--- src/rtl/dumbrv_stray_pkg.sv ---
// Shared types for the stray-bus arbiter: FSM states, slot ids,
// decode bases and the latched command bundle.
package dumbrv_stray_pkg;

   typedef enum logic [1:0] {
      ST_IDLE,
      ST_BUSY,
      ST_RESP
   } state_t;

   typedef logic [1:0] slot_t;

   localparam slot_t SLOT_GPIO = 2'd0;
   localparam slot_t SLOT_TMR  = 2'd1;
   localparam slot_t SLOT_NONE = 2'd2;

   localparam logic [11:0] BASE_GPIO = 12'hFFF;
   localparam logic [11:0] BASE_TMR  = 12'hFFE;

   typedef struct packed {
      logic        wr;
      logic [15:0] addr;
      logic [2:0]  size;
      logic [31:0] wdata;
   } cmd_t;

   function automatic slot_t decode(input logic [15:0] a);
      if (a[15:4] == BASE_GPIO)
         return SLOT_GPIO;
      else if (a[15:4] == BASE_TMR)
         return SLOT_TMR;
      else
         return SLOT_NONE;
   endfunction

   function automatic logic [1:0] slot_onehot(input slot_t s);
      case (s)
         SLOT_GPIO: return 2'b01;
         SLOT_TMR:  return 2'b10;
         default:   return 2'b00;
      endcase
   endfunction

endpackage

--- src/rtl/dumbrv_stray_arb_if.sv ---
// Requester-side stray-bus port: level request in, registered
// completion pulse with read data and error out.
interface dumbrv_stray_arb_if;
   logic        req;
   logic        wr;
   logic [15:0] addr;
   logic [2:0]  size;
   logic [31:0] wdata;
   logic [31:0] rdata;
   logic        done;
   logic        err;

   modport master (
      output req, wr, addr, size, wdata,
      input  rdata, done, err
   );

   modport slave (
      input  req, wr, addr, size, wdata,
      output rdata, done, err
   );
endinterface

--- src/rtl/dumbrv_stray_rr.sv ---
// Two-way round-robin picker; last-grant pointer comes out of
// reset pointing at m1 so m0 wins the first tie.
module dumbrv_stray_rr (
   input  logic       clk,
   input  logic       rst_n,
   input  logic [1:0] req,
   input  logic       upd,
   input  logic       upd_id,
   output logic       gnt_id
);

   logic last;

   always_comb begin
      gnt_id = 1'b0;
      unique case (1'b1)
         (req == 2'b11): gnt_id = ~last;
         (req == 2'b10): gnt_id = 1'b1;
         default:        gnt_id = 1'b0;
      endcase
   end

   always_ff @(posedge clk or negedge rst_n) begin
      if (!rst_n)
         last <= 1'b1;
      else if (upd)
         last <= upd_id;
   end

endmodule

--- src/rtl/dumbrv_stray_arb.sv ---
// Stray-bus arbiter/decoder: two requesters, GPIO and timer slots,
// with unmapped and timeout completions flagged as errors.
module dumbrv_stray_arb
   import dumbrv_stray_pkg::*;
#(
   parameter int TIMEOUT = 15,
   parameter int TO_W    = 8
) (
   input  logic               clk,
   input  logic               rst_n,
   dumbrv_stray_arb_if.slave  m0,
   dumbrv_stray_arb_if.slave  m1,
   output logic [1:0]         s_en,
   output logic               s_wr,
   output logic [15:0]        s_addr,
   output logic [2:0]         s_size,
   output logic [31:0]        s_wdata,
   input  logic [31:0]        s0_rdata,
   input  logic [31:0]        s1_rdata,
   input  logic               s0_done,
   input  logic               s1_done
);

   localparam logic [TO_W-1:0] TO_LAST = TO_W'(TIMEOUT - 1);

   state_t          st;
   cmd_t            cmd;
   cmd_t            nxt;
   slot_t           slot;
   logic            win;
   logic            gnt;
   logic [TO_W-1:0] cnt;
   logic [31:0]     rdata;
   logic            err;
   logic            done;
   logic            sel_done;
   logic [31:0]     sel_rdata;

   dumbrv_stray_rr u_rr (
      .clk    (clk),
      .rst_n  (rst_n),
      .req    ({m1.req, m0.req}),
      .upd    (st == ST_RESP),
      .upd_id (win),
      .gnt_id (gnt)
   );

   always_comb begin
      nxt.wr    = gnt ? m1.wr    : m0.wr;
      nxt.addr  = gnt ? m1.addr  : m0.addr;
      nxt.size  = gnt ? m1.size  : m0.size;
      nxt.wdata = gnt ? m1.wdata : m0.wdata;
   end

   always_comb begin
      sel_done  = 1'b0;
      sel_rdata = '0;
      unique case (1'b1)
         (slot == SLOT_GPIO): begin
            sel_done  = s0_done;
            sel_rdata = s0_rdata;
         end
         (slot == SLOT_TMR): begin
            sel_done  = s1_done;
            sel_rdata = s1_rdata;
         end
         default: ;
      endcase
   end

   always_ff @(posedge clk or negedge rst_n) begin
      if (!rst_n) begin
         st    <= ST_IDLE;
         cmd   <= '0;
         slot  <= SLOT_NONE;
         win   <= 1'b0;
         cnt   <= '0;
         rdata <= '0;
         err   <= 1'b0;
         done  <= 1'b0;
         s_en  <= 2'b00;
      end else begin
         unique case (st)
            ST_IDLE: begin
               if (m0.req || m1.req) begin
                  cmd  <= nxt;
                  win  <= gnt;
                  slot <= decode(nxt.addr);
                  s_en <= slot_onehot(decode(nxt.addr));
                  cnt  <= '0;
                  st   <= ST_BUSY;
               end
            end
            ST_BUSY: begin
               if (slot != SLOT_NONE && sel_done) begin
                  rdata <= sel_rdata;
                  err   <= 1'b0;
                  done  <= 1'b1;
                  s_en  <= 2'b00;
                  st    <= ST_RESP;
               end else if (slot == SLOT_NONE || cnt == TO_LAST) begin
                  rdata <= '0;
                  err   <= 1'b1;
                  done  <= 1'b1;
                  s_en  <= 2'b00;
                  st    <= ST_RESP;
               end else begin
                  cnt <= cnt + 1'b1;
               end
            end
            ST_RESP: begin
               rdata <= '0;
               err   <= 1'b0;
               done  <= 1'b0;
               cnt   <= '0;
               st    <= ST_IDLE;
            end
            default: st <= ST_IDLE;
         endcase
      end
   end

   // Command bus is zeroed whenever no slot is enabled
   assign s_wr    = (|s_en) & cmd.wr;
   assign s_addr  = (|s_en) ? cmd.addr  : '0;
   assign s_size  = (|s_en) ? cmd.size  : '0;
   assign s_wdata = (|s_en) ? cmd.wdata : '0;

   assign m0.done  = done & ~win;
   assign m0.err   = err  & ~win;
   assign m0.rdata = (done & ~win) ? rdata : '0;
   assign m1.done  = done & win;
   assign m1.err   = err  & win;
   assign m1.rdata = (done & win) ? rdata : '0;

endmodule

--- src/flat_wrapper.sv ---
// flat-port wrapper written by rule: the top's interface ports become plain ports
module dumbrv_stray_arb_flat import dumbrv_stray_pkg::*;
#(
   parameter int TIMEOUT = 15,
   parameter int TO_W    = 8
)
  (clk, rst_n, s_en, s_wr, s_addr, s_size, s_wdata, s0_rdata, s1_rdata, s0_done, s1_done, m0_req, m0_wr, m0_addr, m0_size, m0_wdata, m0_rdata, m0_done, m0_err, m1_req, m1_wr, m1_addr, m1_size, m1_wdata, m1_rdata, m1_done, m1_err);
  dumbrv_stray_arb_if m0_i ();
  dumbrv_stray_arb_if m1_i ();
  input  logic clk;
  input  logic rst_n;
  output logic [1:0] s_en;
  output logic s_wr;
  output logic [15:0] s_addr;
  output logic [2:0] s_size;
  output logic [31:0] s_wdata;
  input  logic [31:0] s0_rdata;
  input  logic [31:0] s1_rdata;
  input  logic s0_done;
  input  logic s1_done;
  input wire logic [$bits(m0_i.req)-1:0] m0_req;
  input wire logic [$bits(m0_i.wr)-1:0] m0_wr;
  input wire logic [$bits(m0_i.addr)-1:0] m0_addr;
  input wire logic [$bits(m0_i.size)-1:0] m0_size;
  input wire logic [$bits(m0_i.wdata)-1:0] m0_wdata;
  output wire logic [$bits(m0_i.rdata)-1:0] m0_rdata;
  output wire logic [$bits(m0_i.done)-1:0] m0_done;
  output wire logic [$bits(m0_i.err)-1:0] m0_err;
  input wire logic [$bits(m1_i.req)-1:0] m1_req;
  input wire logic [$bits(m1_i.wr)-1:0] m1_wr;
  input wire logic [$bits(m1_i.addr)-1:0] m1_addr;
  input wire logic [$bits(m1_i.size)-1:0] m1_size;
  input wire logic [$bits(m1_i.wdata)-1:0] m1_wdata;
  output wire logic [$bits(m1_i.rdata)-1:0] m1_rdata;
  output wire logic [$bits(m1_i.done)-1:0] m1_done;
  output wire logic [$bits(m1_i.err)-1:0] m1_err;
  assign m0_i.req = m0_req;
  assign m0_i.wr = m0_wr;
  assign m0_i.addr = m0_addr;
  assign m0_i.size = m0_size;
  assign m0_i.wdata = m0_wdata;
  assign m0_rdata = m0_i.rdata;
  assign m0_done = m0_i.done;
  assign m0_err = m0_i.err;
  assign m1_i.req = m1_req;
  assign m1_i.wr = m1_wr;
  assign m1_i.addr = m1_addr;
  assign m1_i.size = m1_size;
  assign m1_i.wdata = m1_wdata;
  assign m1_rdata = m1_i.rdata;
  assign m1_done = m1_i.done;
  assign m1_err = m1_i.err;
  dumbrv_stray_arb #(.TIMEOUT(TIMEOUT), .TO_W(TO_W)) u_core (.clk(clk), .rst_n(rst_n), .m0(m0_i), .m1(m1_i), .s_en(s_en), .s_wr(s_wr), .s_addr(s_addr), .s_size(s_size), .s_wdata(s_wdata), .s0_rdata(s0_rdata), .s1_rdata(s1_rdata), .s0_done(s0_done), .s1_done(s1_done));
endmodule
--- config.mk ---
export PLATFORM = sky130hd
export DESIGN_NAME = dumbrv_stray_arb_flat
export DESIGN_NICKNAME = d
export VERILOG_FILES = /design/src/rtl/dumbrv_stray_pkg.sv /design/src/rtl/dumbrv_stray_arb_if.sv /design/src/rtl/dumbrv_stray_rr.sv /design/src/rtl/dumbrv_stray_arb.sv /design/src/flat_wrapper.sv
export SDC_FILE = /design/constraint.sdc
export NUM_CORES = 1
export LEC_CHECK = 0
export CORE_MARGIN = 1
export CORE_UTILIZATION = 26
export DETAILED_ROUTE_END_ITERATION = 10
export GPL_TIMING_DRIVEN = 0
export SYNTH_ARGS = -nofsm -noshare
export SYNTH_HDL_FRONTEND = slang
export SYNTH_HIERARCHICAL = 1
export SYNTH_SLANG_ARGS = --single-unit
--- constraint.sdc ---
create_clock -name clk -period 2 [get_ports clk]
set_input_delay 0.6 -clock clk [delete_from_list [all_inputs] [get_ports clk]]
set_output_delay 0.6 -clock clk [all_outputs]
set_load 0.005 [all_outputs]
==> results of run 1 <==
==> layer usage <==
metal  GRT usage (%)  up-vias  routed length, um
met4            6.00        0                281
met1            22.0     2787               9060
li1                -     2849                  -
met3            5.55       15               2060
met2            34.8      238              11400
met5               0        -                  0
==> report_power, final <==
part / leakage (nW) / switching, mW / total [mW] / internal [mW]
Sequential: 1.31 / 0.325 / 2.98 / 2.66
Clock: 0.141 / 0.900 / 1.78 / 0.880
Combinational: 3.29 / 2.03 / 4.40 / 2.37
==> registers in the layout, summed over array words and instances, names as in the netlist <==
name              count
u_core/err            1
u_core/cmd           52
u_core/done           1
u_core/s_en           2
u_core/cnt            8
u_core/win            1
u_core/slot           2
u_core/st             2
u_core/u_rr/last      1
u_core/rdata         32
==> cell usage after synthesis (3+ instances only) <==
cell type	number	area (um2)
and3_1	32	200
o22ai_1	30	188
dfrtp_1	100	2500
buf_1	3	11.3
o21ai_0	49	245
nand2_1	96	360
and2_1	36	225
nor2_1	13	48.8
clkbuf_1	41	154
buf_12	3	60.1
nand2b_1	4	25.0
inv_1	5	18.8
mux2i_1	85	851
nand3_1	7	35.0
a21oi_1	3	15.0
nor2b_1	54	338
==> critical path, delay by kind of cell (launching register included) <==
| kind | cells | cell delay [ns] |
|---|---|---|
| DFF | 1 | 0.45 |
| buffers and inverters | 4 | 0.47 |
| and+or+nand+nor | 2 | 0.27 |
==> through the flow <==
stage	total power [mW]	TNS, ns	hold WS [ns]	std cells
CTS	8.74	-13.65	0.250	1256
floorplan	4.66	-0.251	0.304	609
detailed placement	5.88	-138.89	0.461	1185
global route	9.71	-15.64	0.271	1261
finish	9.16	-8.39	0.238	1261
global placement	5.83	-540.66	0.453	1184
==> final timing paths <==
kind	depth (start not counted)	to	slack [ns]	from
setup reg to reg	8	u_core/rdata[25]$_DFFE_PN0P_	-0.08	u_core/cnt[0]$_DFFE_PN0P_
setup / recovery	6	m0_rdata[19]	-0.16	u_core/done$_DFFE_PN0P_
min in group clk	2	u_core/cmd[41]$_DFFE_PN0P_	0.47	u_core/cmd[41]$_DFFE_PN0P_
hold / removal	1	u_core/rdata[28]$_DFFE_PN0P_	0.24	rst_n
max in group asynchronous	2	u_core/cmd[37]$_DFFE_PN0P_	1.03	rst_n
hold reg to reg	2	u_core/cmd[41]$_DFFE_PN0P_	0.47	u_core/cmd[41]$_DFFE_PN0P_
==> layout make-up <==
type                       instances  share of cell area, %
clock inverter                     7                  0.615
inverter                           5                  0.177
buffer                            45                   4.35
multi-input combinational        453                   32.7
sequential                       102                   24.2
tap                              280                   3.31
clock buffer                       9                   2.13
timing repair buffer             360                   32.5
==> what timing repair did <==
item	4_1_cts	5_1_grt
gates resized for setup	606	145
buffers inserted	44	13
pin swaps	35	7
endpoints found under the setup margin	214	211
cloned	11	3
==> cells by family (layout without fill, tap and decap cells) <==
logic type	after synthesis	after routing
simple gates	258	258
compound gates	106	106
flops	102	102
mux	87	87
buf+inv	54	426
fa+ha+maj	2	2
==> cell usage in the layout, fill, tap and decap left out, types with 29 or more instances in the layout <==
cell type	instances
mux2i_1	85
nand2_1	96
clkdlybuf4s50_1	170
o21ai_0	48
buf_6	69
nor2b_1	41
buf_2	68
and2_4	29
dfrtp_1	94
==> metrics.cfg, run 1 <==
[status]
outcome=finished with violations
violations=setup timing

[floorplan]
core_area_mm2=0.0218
initial_core_util_pct=26.4
fp.dieArea_mm2=0.0227
die_x_um=151
fp.dieH_um=151
ios=296
rows=54

[routing]
wl_mm=22.8
viasPerCell=4.67
vias=5889
wire_per_inst_um=18.1
route.detailed.drc=0
drtIter0Drc=161
antenna_left=0
drtPass1Iterations=4

[sta]
min_period_ns=2.16
fmax_ghz=0.463
finClkSkew_ns=0.0112
setup_violations=128
tightest_slew_ns=0.799
min_period_over_period_pct=108
drv_slew=0
timing_hold_violations_final=0
slew_headroom_pct=46.7
rsz0062_at_grt=true
fin_ws_ns=-0.160

[place]
portBuffers=295
routabilityCongestion=0.782
pre_cts_slack_ns=-1.68
placed_cell_area_mm2=0.00908
hpwl_mm=16.5

[synth]
synth_mux_area_share_pct=15.3
synth-simple-area-share_pct=24.0
ys_seq_area_share_pct=44.4
syn-cell-area_mm2=0.00575
synth-adder-area-share_pct=0.435
synth_compound_area_share_pct=11.3
synth-seq-cells=102
ys_types=52
synth-async-reset-ratio_pct=100
ys.flop_type=dfrtp_1
synth_top_family_by_area=simple AND/OR/NAND/NOR gates
synth_cells=609
synth.net_count=785
synthesis.area_per_instance_um2=9.44
ys.warnings.count=6
synth_edf_count=0
synth-xor-area-share_pct=0

[global_routing]
grt_overflow_total=0
antenna_found_initial=1
grt_pass1_vias=5848
grt_pass1_wl_mm=32.8
grt_use_total_pct=19.4
grt_max_degree=64

[layout]
seqCellArea_mm2=0.00256
multiInputGateArea_mm2=0.00346
nFillCells=2122
postLayoutCellArea_mm2=0.0106
final_util_pct=48.7
nets=1152
diodes=0
layout-drive-gt1-share_pct=35.4
area_delta_synth_final_pct=84.2

[critical_path]
worstPathMaxFanout=5
slowest_delay_ns=0.45
cp_common_cell=buf_6
crit_arrival_ns=1.56
cp_cell_sequence=nor2b_4 > buf_6 > buf_8 > buf_6 > and2_4 > buf_6
critPathSlowestCell=dfrtp_2
crit_required_ns=1.40
cp-end-kind=primary output
critPathLaunchType=register
critical_path_class=register to primary output

[clocking]
cts.clk_slew.worst_paths_ns=0.08
numCtsBuffers=9
cts_tree=built
clock-root-buffer=clkbuf_16
hold_buffers=0
ctsHtreeMaxLevel=3
clock_tree.buffer_depth=2
worstSkewPairLatency_ns=0.36
clkSinkCount=102

[pwr]
p_per_area_mw_per_mm2=865
leakage_nw=4.73
ir_worst_vdd_mv=0.408

[min_path]
hold_class=primary input to asynchronous set/reset pin

[job]
maxCapViolCount=0

(Power assumes the default switching activity.)
==> inputs of run 2 (changes only) <==
==> constraint.sdc (replaced) <==
create_clock -name clk -period 2.46 [get_ports clk]
set_input_delay 0.738 -clock clk [delete_from_list [all_inputs] [get_ports clk]]
set_output_delay 0.738 -clock clk [all_outputs]
set_load 0.005 [all_outputs]
==> metrics.cfg, run 2 (same netlist as run 1, synthesis figures left out) <==
[routing]
vias=5602
route.detailed.drc=0
antenna_left=0
drtIter0Drc=113
viasPerCell=4.61
drtPass1Iterations=6
wl_mm=21.0
wire_per_inst_um=17.3

[critical_path]
worstReg2RegStart=u_core/cnt[0]$_DFFE_PN0P_
reg2reg_slack_ns=0.24
crit_required_ns=1.72
critPathLaunchType=register
crit_arrival_ns=1.68
cp-end-kind=primary output
worstPathMaxFanout=10
critical_path_class=register to primary output
reg2reg_to=u_core/rdata[6]$_DFFE_PN0P_
r2r_cells=8

[sta]
fmax_ghz=0.414
tightest_slew_ns=0.804
slew_headroom_pct=46.4
setup_violations=0
min_period_ns=2.41
timing_hold_violations_final=0
finClkSkew_ns=0.0132
drv_slew=0
min_period_over_period_pct=98.1

[pwr]
p_per_area_mw_per_mm2=664
total_power_mw=6.41
leakage_nw=4.69
ir_worst_vdd_mv=0.367

[floorplan]
die_x_um=151
core_area_mm2=0.0218
ios=296
rows=54
initial_core_util_pct=26.4
fp.dieArea_mm2=0.0227
fp.dieH_um=151

[clocking]
cts.clk_slew.worst_paths_ns=0.07
worstSkewPairLatency_ns=0.35
clock-root-buffer=clkbuf_16
cts_tree=built
ctsHtreeMaxLevel=3
clock_tree.buffer_depth=2
clkSinkCount=102
numCtsBuffers=9

[place]
routabilityCongestion=0.830
portBuffers=295
hpwl_mm=16.7

[layout]
final_util_pct=44.4
largest-register=u_core/cmd
final_common_cell=clkdlybuf4s50_1
most-common-layout-cells=clkdlybuf4s50_1, dfrtp_1, nand2_1, mux2i_1, dlygate4sd2_1
largest_reg_flops=52
largestRegisters=u_core/cmd: 52 flops, u_core/rdata: 32 flops, u_core/cnt: 8 flops
layout-drive-gt1-share_pct=10.1
nets=1106
area_delta_synth_final_pct=68.0

[global_routing]
busiest_layer=met2
grt_util_met1_pct=21.5
use_met3_pct=5.61
grt_use_total_pct=18.6
grt_overflow_total=0
grt_pass1_vias=5590
grt_max_degree=59
grt_pass1_wl_mm=31.6
antenna_found_initial=2
globalRouteMet2Util_pct=32.8

[min_path]
hold_class=primary input to asynchronous set/reset pin

[job]
maxCapViolCount=0

[status]
outcome=complete, no violations

[run 2: layout make-up]
class                           count  area (um2)
Multi-Input combinational cell    453        3020
Buffer                             49         394
Fill cell                        2203       12100
Clock inverter                      7        53.8
Inverter                            5        18.8
Antenna cell                        1        2.50
Sequential cell                   102        2560
Clock buffer                        9         225
Timing Repair Buffer              310        3040
Tap cell                          280         350
[run 2: worst max path at each step]
stage | from | to | depth (start not counted)
6_report | u_core/win$_DFFE_PN0P_ | m1_rdata[20] | 3
5_1_grt | u_core/win$_DFFE_PN0P_ | m1_rdata[5] | 3
4_1_cts | u_core/win$_DFFE_PN0P_ | m1_rdata[25] | 3
3_5_place_dp | m1_req | u_core/s_en[1]$_DFFE_PN0P_ | 7
3_3_place_gp | rst_n | u_core/cmd[27]$_DFFE_PN0P_ | 1
2_1_floorplan | m1_req | u_core/cmd[45]$_DFFE_PN0P_ | 5
[run 2: metal layers]
metal	up-vias	wire length, um
met2	236	10100
met3	16	1990
met4	2	276
met1	2595	8600
met5	-	13
li1	2753	-
[run 2: timing repair]
item / 4_1_cts / 5_1_grt
buffers inserted: 11 / 2
gates resized for setup: 154 / 38
pin swaps: 1 / 0
setup endpoints to repair: 173 / 59
hold buffers: 0 / 0
gates cloned: 1 / 0
[run 2: where the power goes]
group	total [mW]	switching (mW)	internal, mW
clock	1.41	0.706	0.700
sequential	2.42	0.262	2.16
combinational	2.58	1.32	1.26
[run 2: worst max-delay path, stage by stage (launching register included)]
cell and delay (ns):
dfrtp_2 0.49, buf_6 0.17, and3_1 0.15, clkdlybuf4s50_1 0.52
[run 2: metrics by stage]
stage	cell area [um2]	std cells	worst slack (ns)	setup TNS, ns	hold WS (ns)
floorplan	5750	609	0.300	0	0.438
global placement	9050	1184	-3.65	-461.17	0.452
detailed placement	9080	1185	-1.48	-91.52	0.462
CTS	9540	1213	-0.0481	-0.237	0.479
global route	9660	1216	-0.0000772	-0.000143	0.497
finish	9660	1216	0.0462	0	0.467
==> inputs of run 3 (changes only) <==
--- a/config.mk
+++ b/config.mk
@@ -5,6 +5,7 @@
 export SDC_FILE = /design/constraint.sdc
 export NUM_CORES = 1
 export LEC_CHECK = 0
+export CAP_MARGIN = 20
 export CORE_MARGIN = 1
 export CORE_UTILIZATION = 26
 export DETAILED_ROUTE_END_ITERATION = 10
==> results of run 3 <==
Same layout as run 2: the final DEF is identical, and so are final timing and power.
